### src/rtl/mem_wb_pipe_if.sv
// MEM->WB bus bundle: entry-in handshake, ctrl stall/flush, and the head entry
// presented to the regfile write port(s).
interface mem_wb_pipe_if #(
    parameter int DATA_W = 32,
    parameter int ADDR_W = 5,
    parameter int LANES  = 1,
    parameter int DEPTH  = 2
);
    localparam int CNT_W = $clog2(DEPTH + 1);

    logic                      in_valid_in;
    logic                      in_ready_out;
    logic [LANES*DATA_W-1:0]   reg_wdata_in;
    logic [LANES*ADDR_W-1:0]   reg_waddr_in;
    logic [LANES-1:0]          reg_we_in;
    logic                      stall_in;
    logic                      flush_in;
    logic                      out_valid_out;
    logic [LANES*DATA_W-1:0]   reg_wdata_out;
    logic [LANES*ADDR_W-1:0]   reg_waddr_out;
    logic [LANES-1:0]          reg_we_out;
    logic [CNT_W-1:0]          count_out;

    modport master (
        output in_valid_in, reg_wdata_in, reg_waddr_in, reg_we_in, stall_in, flush_in,
        input  in_ready_out, out_valid_out, reg_wdata_out, reg_waddr_out, reg_we_out, count_out
    );

    modport slave (
        input  in_valid_in, reg_wdata_in, reg_waddr_in, reg_we_in, stall_in, flush_in,
        output in_ready_out, out_valid_out, reg_wdata_out, reg_waddr_out, reg_we_out, count_out
    );
endinterface

### src/rtl/mem_wb_pipe.sv
// MEM->WB stage buffer: DEPTH-entry circular queue of multi-lane register writes,
// with write qualification at push and combinational head presentation.
module mem_wb_pipe #(
    parameter int DATA_W    = 32,
    parameter int ADDR_W    = 5,
    parameter int LANES     = 1,
    parameter int DEPTH     = 2,
    parameter int ZERO_DROP = 1
) (
    input  logic          clk_in,
    input  logic          reset_in,
    mem_wb_pipe_if.slave  bus
);
    localparam int PTR_W = $clog2(DEPTH);
    localparam int CNT_W = $clog2(DEPTH + 1);

    logic [LANES*DATA_W-1:0] data_q [DEPTH];
    logic [LANES*ADDR_W-1:0] addr_q [DEPTH];
    logic [LANES-1:0]        we_q   [DEPTH];

    logic [PTR_W-1:0] wr_ptr_q, wr_ptr_d;
    logic [PTR_W-1:0] rd_ptr_q, rd_ptr_d;
    logic [CNT_W-1:0] count_q, count_d;

    logic             head_valid;
    logic             in_ready;
    logic             push;
    logic             pop;
    logic [LANES-1:0] we_qual;

    assign head_valid = (count_q != '0);
    assign in_ready   = (count_q < CNT_W'(DEPTH));
    assign push       = bus.in_valid_in & in_ready & ~bus.flush_in;
    assign pop        = head_valid & ~bus.stall_in & ~bus.flush_in;

    // A lane is shadowed when any higher lane writes the same register in this entry.
    generate
        for (genvar gi = 0; gi < LANES; gi++) begin : g_lane
            logic [ADDR_W-1:0] lane_addr;
            logic              shadowed;

            assign lane_addr = bus.reg_waddr_in[gi*ADDR_W +: ADDR_W];

            always_comb begin
                shadowed = 1'b0;
                for (int j = gi + 1; j < LANES; j++) begin
                    if (bus.reg_we_in[j] && (bus.reg_waddr_in[j*ADDR_W +: ADDR_W] == lane_addr))
                        shadowed = 1'b1;
                end
            end

            assign we_qual[gi] = bus.reg_we_in[gi] & ~shadowed
                               & ~((ZERO_DROP != 0) && (lane_addr == '0));
        end
    endgenerate

    always_comb begin
        count_d  = count_q;
        wr_ptr_d = wr_ptr_q;
        rd_ptr_d = rd_ptr_q;
        if (bus.flush_in) begin
            count_d  = '0;
            rd_ptr_d = wr_ptr_q;
        end else begin
            if (push) wr_ptr_d = wr_ptr_q + PTR_W'(1);
            if (pop)  rd_ptr_d = rd_ptr_q + PTR_W'(1);
            if (push && !pop)
                count_d = count_q + CNT_W'(1);
            else if (!push && pop)
                count_d = count_q - CNT_W'(1);
        end
    end

    always_ff @(posedge clk_in) begin
        if (!reset_in) begin
            count_q  <= '0;
            wr_ptr_q <= '0;
            rd_ptr_q <= '0;
            for (int k = 0; k < DEPTH; k++) we_q[k] <= '0;
        end else begin
            count_q  <= count_d;
            wr_ptr_q <= wr_ptr_d;
            rd_ptr_q <= rd_ptr_d;
            if (push) begin
                data_q[wr_ptr_q] <= bus.reg_wdata_in;
                addr_q[wr_ptr_q] <= bus.reg_waddr_in;
                we_q[wr_ptr_q]   <= we_qual;
            end
        end
    end

    // Empty buffer presents all-zero outputs so stale storage never leaks out.
    assign bus.in_ready_out  = in_ready;
    assign bus.out_valid_out = head_valid;
    assign bus.reg_we_out    = head_valid ? we_q[rd_ptr_q]   : '0;
    assign bus.reg_wdata_out = head_valid ? data_q[rd_ptr_q] : '0;
    assign bus.reg_waddr_out = head_valid ? addr_q[rd_ptr_q] : '0;
    assign bus.count_out     = count_q;
endmodule

### src/flat_wrapper.sv
// flat-port wrapper written by rule: the top's interface ports become plain ports
module mem_wb_pipe_flat 
#(
    parameter int DATA_W    = 32,
    parameter int ADDR_W    = 5,
    parameter int LANES     = 1,
    parameter int DEPTH     = 2,
    parameter int ZERO_DROP = 1
)
  (clk_in, reset_in, bus_in_valid_in, bus_reg_wdata_in, bus_reg_waddr_in, bus_reg_we_in, bus_stall_in, bus_flush_in, bus_in_ready_out, bus_out_valid_out, bus_reg_wdata_out, bus_reg_waddr_out, bus_reg_we_out, bus_count_out);
  mem_wb_pipe_if #(.DATA_W(DATA_W), .ADDR_W(ADDR_W), .LANES(LANES), .DEPTH(DEPTH)) bus_i ();
  input  logic clk_in;
  input  logic reset_in;
  input wire logic [$bits(bus_i.in_valid_in)-1:0] bus_in_valid_in;
  input wire logic [$bits(bus_i.reg_wdata_in)-1:0] bus_reg_wdata_in;
  input wire logic [$bits(bus_i.reg_waddr_in)-1:0] bus_reg_waddr_in;
  input wire logic [$bits(bus_i.reg_we_in)-1:0] bus_reg_we_in;
  input wire logic [$bits(bus_i.stall_in)-1:0] bus_stall_in;
  input wire logic [$bits(bus_i.flush_in)-1:0] bus_flush_in;
  output wire logic [$bits(bus_i.in_ready_out)-1:0] bus_in_ready_out;
  output wire logic [$bits(bus_i.out_valid_out)-1:0] bus_out_valid_out;
  output wire logic [$bits(bus_i.reg_wdata_out)-1:0] bus_reg_wdata_out;
  output wire logic [$bits(bus_i.reg_waddr_out)-1:0] bus_reg_waddr_out;
  output wire logic [$bits(bus_i.reg_we_out)-1:0] bus_reg_we_out;
  output wire logic [$bits(bus_i.count_out)-1:0] bus_count_out;
  assign bus_i.in_valid_in = bus_in_valid_in;
  assign bus_i.reg_wdata_in = bus_reg_wdata_in;
  assign bus_i.reg_waddr_in = bus_reg_waddr_in;
  assign bus_i.reg_we_in = bus_reg_we_in;
  assign bus_i.stall_in = bus_stall_in;
  assign bus_i.flush_in = bus_flush_in;
  assign bus_in_ready_out = bus_i.in_ready_out;
  assign bus_out_valid_out = bus_i.out_valid_out;
  assign bus_reg_wdata_out = bus_i.reg_wdata_out;
  assign bus_reg_waddr_out = bus_i.reg_waddr_out;
  assign bus_reg_we_out = bus_i.reg_we_out;
  assign bus_count_out = bus_i.count_out;
  mem_wb_pipe #(.DATA_W(DATA_W), .ADDR_W(ADDR_W), .LANES(LANES), .DEPTH(DEPTH), .ZERO_DROP(ZERO_DROP)) u_core (.clk_in(clk_in), .reset_in(reset_in), .bus(bus_i));
endmodule
### config.mk
export PLATFORM = sky130hd
export DESIGN_NAME = mem_wb_pipe_flat
export DESIGN_NICKNAME = d
export VERILOG_FILES = /design/src/rtl/mem_wb_pipe_if.sv /design/src/rtl/mem_wb_pipe.sv /design/src/flat_wrapper.sv
export SDC_FILE = /design/constraint.sdc
export NUM_CORES = 1
export LEC_CHECK = 0
export ABC_CLOCK_PERIOD_IN_PS = 3000
export CAP_MARGIN = 10
export CORE_MARGIN = 10
export CORE_UTILIZATION = 43
export DETAILED_ROUTE_END_ITERATION = 8
export GPL_ROUTABILITY_DRIVEN = 0
export HOLD_SLACK_MARGIN = 0.15
export PLACE_DENSITY_LB_ADDON = 0.05
export SLEW_MARGIN = 0
export SYNTH_ARGS = -nofsm -noshare
export SYNTH_HDL_FRONTEND = slang
export SYNTH_SLANG_ARGS = --single-unit
### constraint.sdc
create_clock -name clk_in -period 3 [get_ports clk_in]
set_input_delay 0.6 -clock clk_in [delete_from_list [all_inputs] [get_ports clk_in]]
set_output_delay 0.6 -clock clk_in [all_outputs]
set_load 0.005 [all_outputs]
**Word-level counts from Yosys, hierarchy flattened**

Memory sizes are Yosys's and may differ from the RTL's. A register that Yosys moved wholly into a read port is not among the register bits.
Cells that the tools add are included.

- $add $sub $neg: 4
- $lt $le $gt $ge: 1
- Muxes and demuxes: 20
- Bitwise operators: 9
- Reductions and logical operators: 11

Operators by type and width:

| kind | count |
|---|---|
| $mux W32 | 1 |
| $mux W1 | 16 |
| $reduce_bool A2 Y1 | 3 |
| $and A1 B1 Y1 | 5 |
| $logic_not A5 Y1 | 1 |
| $mux W5 | 1 |
| $mux W2 | 2 |
| $not A1 Y1 | 4 |
| $add A1 B1 Y1 const B | 2 |
| $add A2 B1 Y2 const B | 1 |
| $logic_and A1 B1 Y1 | 2 |
| $logic_not A1 Y1 | 2 |
| $lt A2 B2 Y1 const B | 1 |
| $reduce_and A2 Y1 | 1 |
| $reduce_or A2 Y1 | 1 |
| $sub A2 B1 Y2 const B | 1 |
| $reduce_or A1 Y1 | 1 |

- Bits in registers: 4
- Memory bits (writable): 76
- Input port bits: 43
- Output and inout bits: 42
- Logic and storage cells: 51
- Memories kept: 3

Memories:

| memory | words | bits a word | read ports | clocked after memory_dff | wr ports | RTL line | text |
|---|---|---|---|---|---|---|---|
| u_core.data_q | 2 | 32 | 1 | 1 | 1 | mem_wb_pipe.sv:17 | `logic [LANES*DATA_W-1:0] data_q [DEPTH];` |
| u_core.addr_q | 2 | 5 | 1 | 1 | 1 | mem_wb_pipe.sv:18 | `logic [LANES*ADDR_W-1:0] addr_q [DEPTH];` |
| u_core.we_q | 2 | 1 | 1 | 1 | 2 | mem_wb_pipe.sv:19 | `logic [LANES-1:0] we_q [DEPTH];` |

**Depth between registers and ports, before layout**

- Depth after elaboration: 8
- Depth in mapped cells: 6
- Depth with buffers taken out: 6

**Least setup slack after synthesis**

OpenSTA, ideal clock, no wires.

- Kind: in2reg
- Start: input port bus_flush_in
- End: memory u_core.addr_q[0][0] (netlist name), enable pin
- Library setup time: 431 ps
- Data arrival time: 2528 ps
- Data required time: 2569 ps
- Setup slack: 41 ps
- Cell stages on the path: 3
- Path buffers: 0
- Cell sequence: nor3b_2 -> nand2_1 -> nor2_1

- Word-level cells in the longest chain between the ends: 5

Ends and longest elaborated chain:

| element | RTL line | text |
|---|---|---|
| from (decl) | flat_wrapper.sv:19 | `input wire logic [$bits(bus_i.flush_in)-1:0] bus_flush_in;` |
| $not A1 Y1 | mem_wb_pipe.sv:33 | `assign push = bus.in_valid_in & in_ready & ~bus.flush_in;` |
| $and A1 B1 Y1 | mem_wb_pipe.sv:33 |  |
| $mux W1 | mem_wb_pipe.sv:84 | `if (push) begin` |
| $mux W1 | mem_wb_pipe.sv:75 | `if (!reset_in) begin` |
| $mux W1 (implied by the code) | mem_wb_pipe.sv:86 | `addr_q[wr_ptr_q] <= bus.reg_waddr_in;` |
| to (decl) | mem_wb_pipe.sv:18 |  |

Every way passes these cells.

**Worst setup path after layout**

- Start: register u_core.count_q[1] (netlist: u_core.bus.count_out[1])
- End: output port bus_reg_waddr_out[1]

- Word-level cells in the longest chain between the ends: 2

Ends and longest elaborated chain:

| element | RTL line | text |
|---|---|---|
| from (decl) | mem_wb_pipe.sv:23 | `logic [CNT_W-1:0] count_q, count_d;` |
| from (signal assigned) | mem_wb_pipe.sv:81 | `count_q <= count_d;` |
| $reduce_bool A2 Y1 | mem_wb_pipe.sv:31 | `assign head_valid = (count_q != '0);` |
| $mux W5 | mem_wb_pipe.sv:97 | `assign bus.reg_waddr_out = head_valid ? addr_q[rd_ptr_q] : '0;` |
| to (decl) | flat_wrapper.sv:23 | `output wire logic [$bits(bus_i.reg_waddr_out)-1:0] bus_reg_waddr_out;` |

Every way passes these cells.

==> flow_summary.toml <==
[status]
status = "finished clean"

[global_routing]
grt_pass1_wl_um = 10240
grt_usage_pct = 11.54
grt.overflow.total = 0
grt_pass1_vias = 2027
antenna_found_initial = 0
grt_start_max_net_pins = 25

[floorplanning]
ioPinCount = 85
start_util_pct = 43.70
dieArea_mm2 = 0.01111
die_y_um = 105.4
fp-row-count = 31
fp.coreArea_mm2 = 0.007176
die_x_um = 105.4

[setup_path]
path_class = "reg2out"
crit_buf_inv = 2
critPathArrivalTime_ns = 1.98
worst_setup_path_end_kind = "output pin"
required_ns = 2.40
crit_path_cell_trace = "nor2_4 -> buf_4 -> nor2_1 -> clkdlybuf4s50_1"
critical_path.top_delay_family = "buffers and inverters"
reg2regPathDepth = 5
slowest_stage = "clkdlybuf4s50_1"
critical_path.max_fanout = 19
r2r-end = "u_core.bus.count_out[1]"
reg2reg_from = "u_core.bus.count_out[1]"
critPathLaunchType = "register"
r2r_slack_ns = 1.11
crit_start = "u_core.bus.count_out[1]"
crit_path_max_incr_delay_ns = 0.45

[placement]
dp_slack_ns = 0.6225
dp_hpwl_um = 4486
port_buffers = 84

[drt]
met2_wirelength_um = 3293
dr_wl_met3_um = 418
drt-met1-wl_um = 2575
vias_per_cell = 4.698
drt_pass1_iterations = 4
drt_wl_total_um = 6332
ant_nets = 0
detail_route.iter0.violations = 67
dr.max_layer_used = "met4"
wire_per_inst_um = 15.91
drc = 0
via_count = 1870

[timing]
hold_viol = 0
rsz0062_at_grt = "no"
slew_headroom_pct = 63.16
clock.fmax_mhz = 388.1
skew_ns = 0.006251
fin_crit_ns = 2.577
final_critical_path_setup_slack_ns = 0.4235
setup_tns_ns = 0
final.period_utilization_pct = 85.88
max_slew.worst_pin.slew_ns = 0.5449
slew_violations = 0
setup_viol = 0

[synth]
synth_area_mm2 = 0.003136
synthCells = 200
ys_seq_elements = 81
synth_cell_type_count = 25
synth_nets = 244
synth.avg_cell_area_um2 = 15.68
yosysSeqAreaShare_pct = 75.34
yosys_warnings = 0

[power]
power_per_cell_area_mw_per_mm2 = 551.7
leakage_uw = 0.001463
ir_drop_v = 0.0002914

[clocking]
cts_sinks = 81
clock_path_buffers = 2
cts_max_level = 3
ctsHoldBuffers = 0
numCtsBuffers = 9
path_clk_slew_ns = 0.07
cts_tree = "built"
cts_resized = 0
clock_latency_ns = 0.33
post_cts_buffers = 0
cts-root-buf = "clkbuf_8"

[final_layout]
drive_gt1_share_pct = 9.030
diodes = 0
area_delta_synth_final_pct = 39.94
fillers = 566
final_nets = 338

[min_path]
hp-start = "u_core.we_q[0]"
holdPathStages = 2
holdPathEnd = "u_core.we_q[0]"
hp-class = "reg2reg"

[flow_run]
max_cap_viol_count = 0
[power by group]
group	total [uW]	internal [uW]	switching (uW)	leakage [uW]
Clock	910	549	361	0.000114
Sequential	1270	1260	10.9	0.000729
Combinational	241	142	99.8	0.000619
[Yosys cell counts]
master	instances	area share (%)
or4_1	1	0.24
o21ai_0	3	0.48
inv_1	3	0.36
or3_1	3	0.60
buf_2	3	0.48
mux2i_1	38	12
nor2b_1	1	0.20
xor2_1	2	0.56
a31oi_1	2	0.40
clkbuf_1	3	0.36
dfxtp_1	7	4.5
nand4_1	1	0.20
and3_1	1	0.20
nor2_1	42	5.0
nor4b_1	1	0.28
o21a_1	1	0.24
buf_4	3	0.72
edfxtp_1	74	71
a21oi_1	2	0.32
ha_1	1	0.40
nand2_1	4	0.48
o22ai_1	1	0.20
nand3_1	1	0.16
o21bai_1	1	0.24
nor3b_2	1	0.40
[cell usage in the layout, fill, tap and decap left out, drive strengths merged, types with 4 or more instances in the layout]
| cell | instances |
|---|---|
| nor2 | 42 |
| mux2i | 38 |
| nand2 | 4 |
| clkdlybuf4s50 | 84 |
| edfxtp | 74 |
| dfxtp | 7 |
| buf | 8 |
| clkbuf | 10 |
[area by class of cell]
cell class                 count  area (um2)  share of cell area [%]
clock inverter                 6       106.4                   2.424
sequential                    81        2364                   53.86
tap                           99       123.9                   2.823
clock buffer                  10       127.6                   2.908
timing repair buffer          92       925.9                   21.10
inverter                       3       11.26                  0.2566
multi-input combinational    107       729.5                   16.62
[flip-flops by register name, summed over array words and instances (netlist names), named ones only]
signal / cells
u_core.data_q: 64
u_core.bus.count_out: 2
u_core.addr_q: 10
u_core.rd_ptr_q: 1
u_core.we_q: 2
u_core.wr_ptr_q: 1
[worst register-to-register path, cell delays in order (launching register included)]
cell and delay, ns:
dfxtp_1 0.49, nor2_4 0.17, or3_1 0.34, ha_1 0.32
or3_1 0.36, a21oi_1 0.15
[kinds of logic (layout without fill, tap and decap cells)]
group | Yosys count | in the layout | share of synthesized area [%]
AO/OA/AOI/OAI | 10 | 10 | 1.876
AND/OR/NAND/NOR | 56 | 56 | 7.782
adder cells (fa/ha/maj) | 1 | 1 | 0.3990
XOR/XNOR | 2 | 2 | 0.5588
buffers and inverters | 12 | 111 | 1.915
flip-flops | 81 | 81 | 75.34
multiplexers | 38 | 38 | 12.13
[layer usage]
layer / up-vias / global-route usage, %
met2: 51 / 20.00
met3: 5 / 4.263
met1: 890 / 12.47
met4: 0 / 4.706
met5: - / 0
li1: 924 / -
[how the worst max path moves through the flow]
stage	to	cells past startpoint
after floorplan	u_core.addr_q[0][0]	3
after global placement	u_core.data_q[0][1]	5
after detailed placement	u_core.data_q[0][6]	5
after CTS	bus_reg_waddr_out[1]	4
after global routing	bus_reg_waddr_out[0]	4
final	bus_reg_waddr_out[1]	4
[per-stage QoR]
| step | instance area [um2] | util (%) | instances | power (uW) | hold WS [ns] |
|---|---|---|---|---|---|
| 6_report | 4388 | 61.15 | 398 | 2421 | 0.4966 |
| 5_1_grt | 4388 | 61.15 | 398 | 2514 | 0.5130 |
| 4_1_cts | 4388 | 61.15 | 398 | 2444 | 0.4918 |
| 3_5_place_dp | 4154 | 57.89 | 382 | 1541 | 0.4799 |
| 3_3_place_gp | 4154 | 57.89 | 382 | 1538 | 0.4738 |
| 2_1_floorplan | 3136 | - | 200 | 1390 | 0.4545 |
Power figures use the tool's default switching activity.
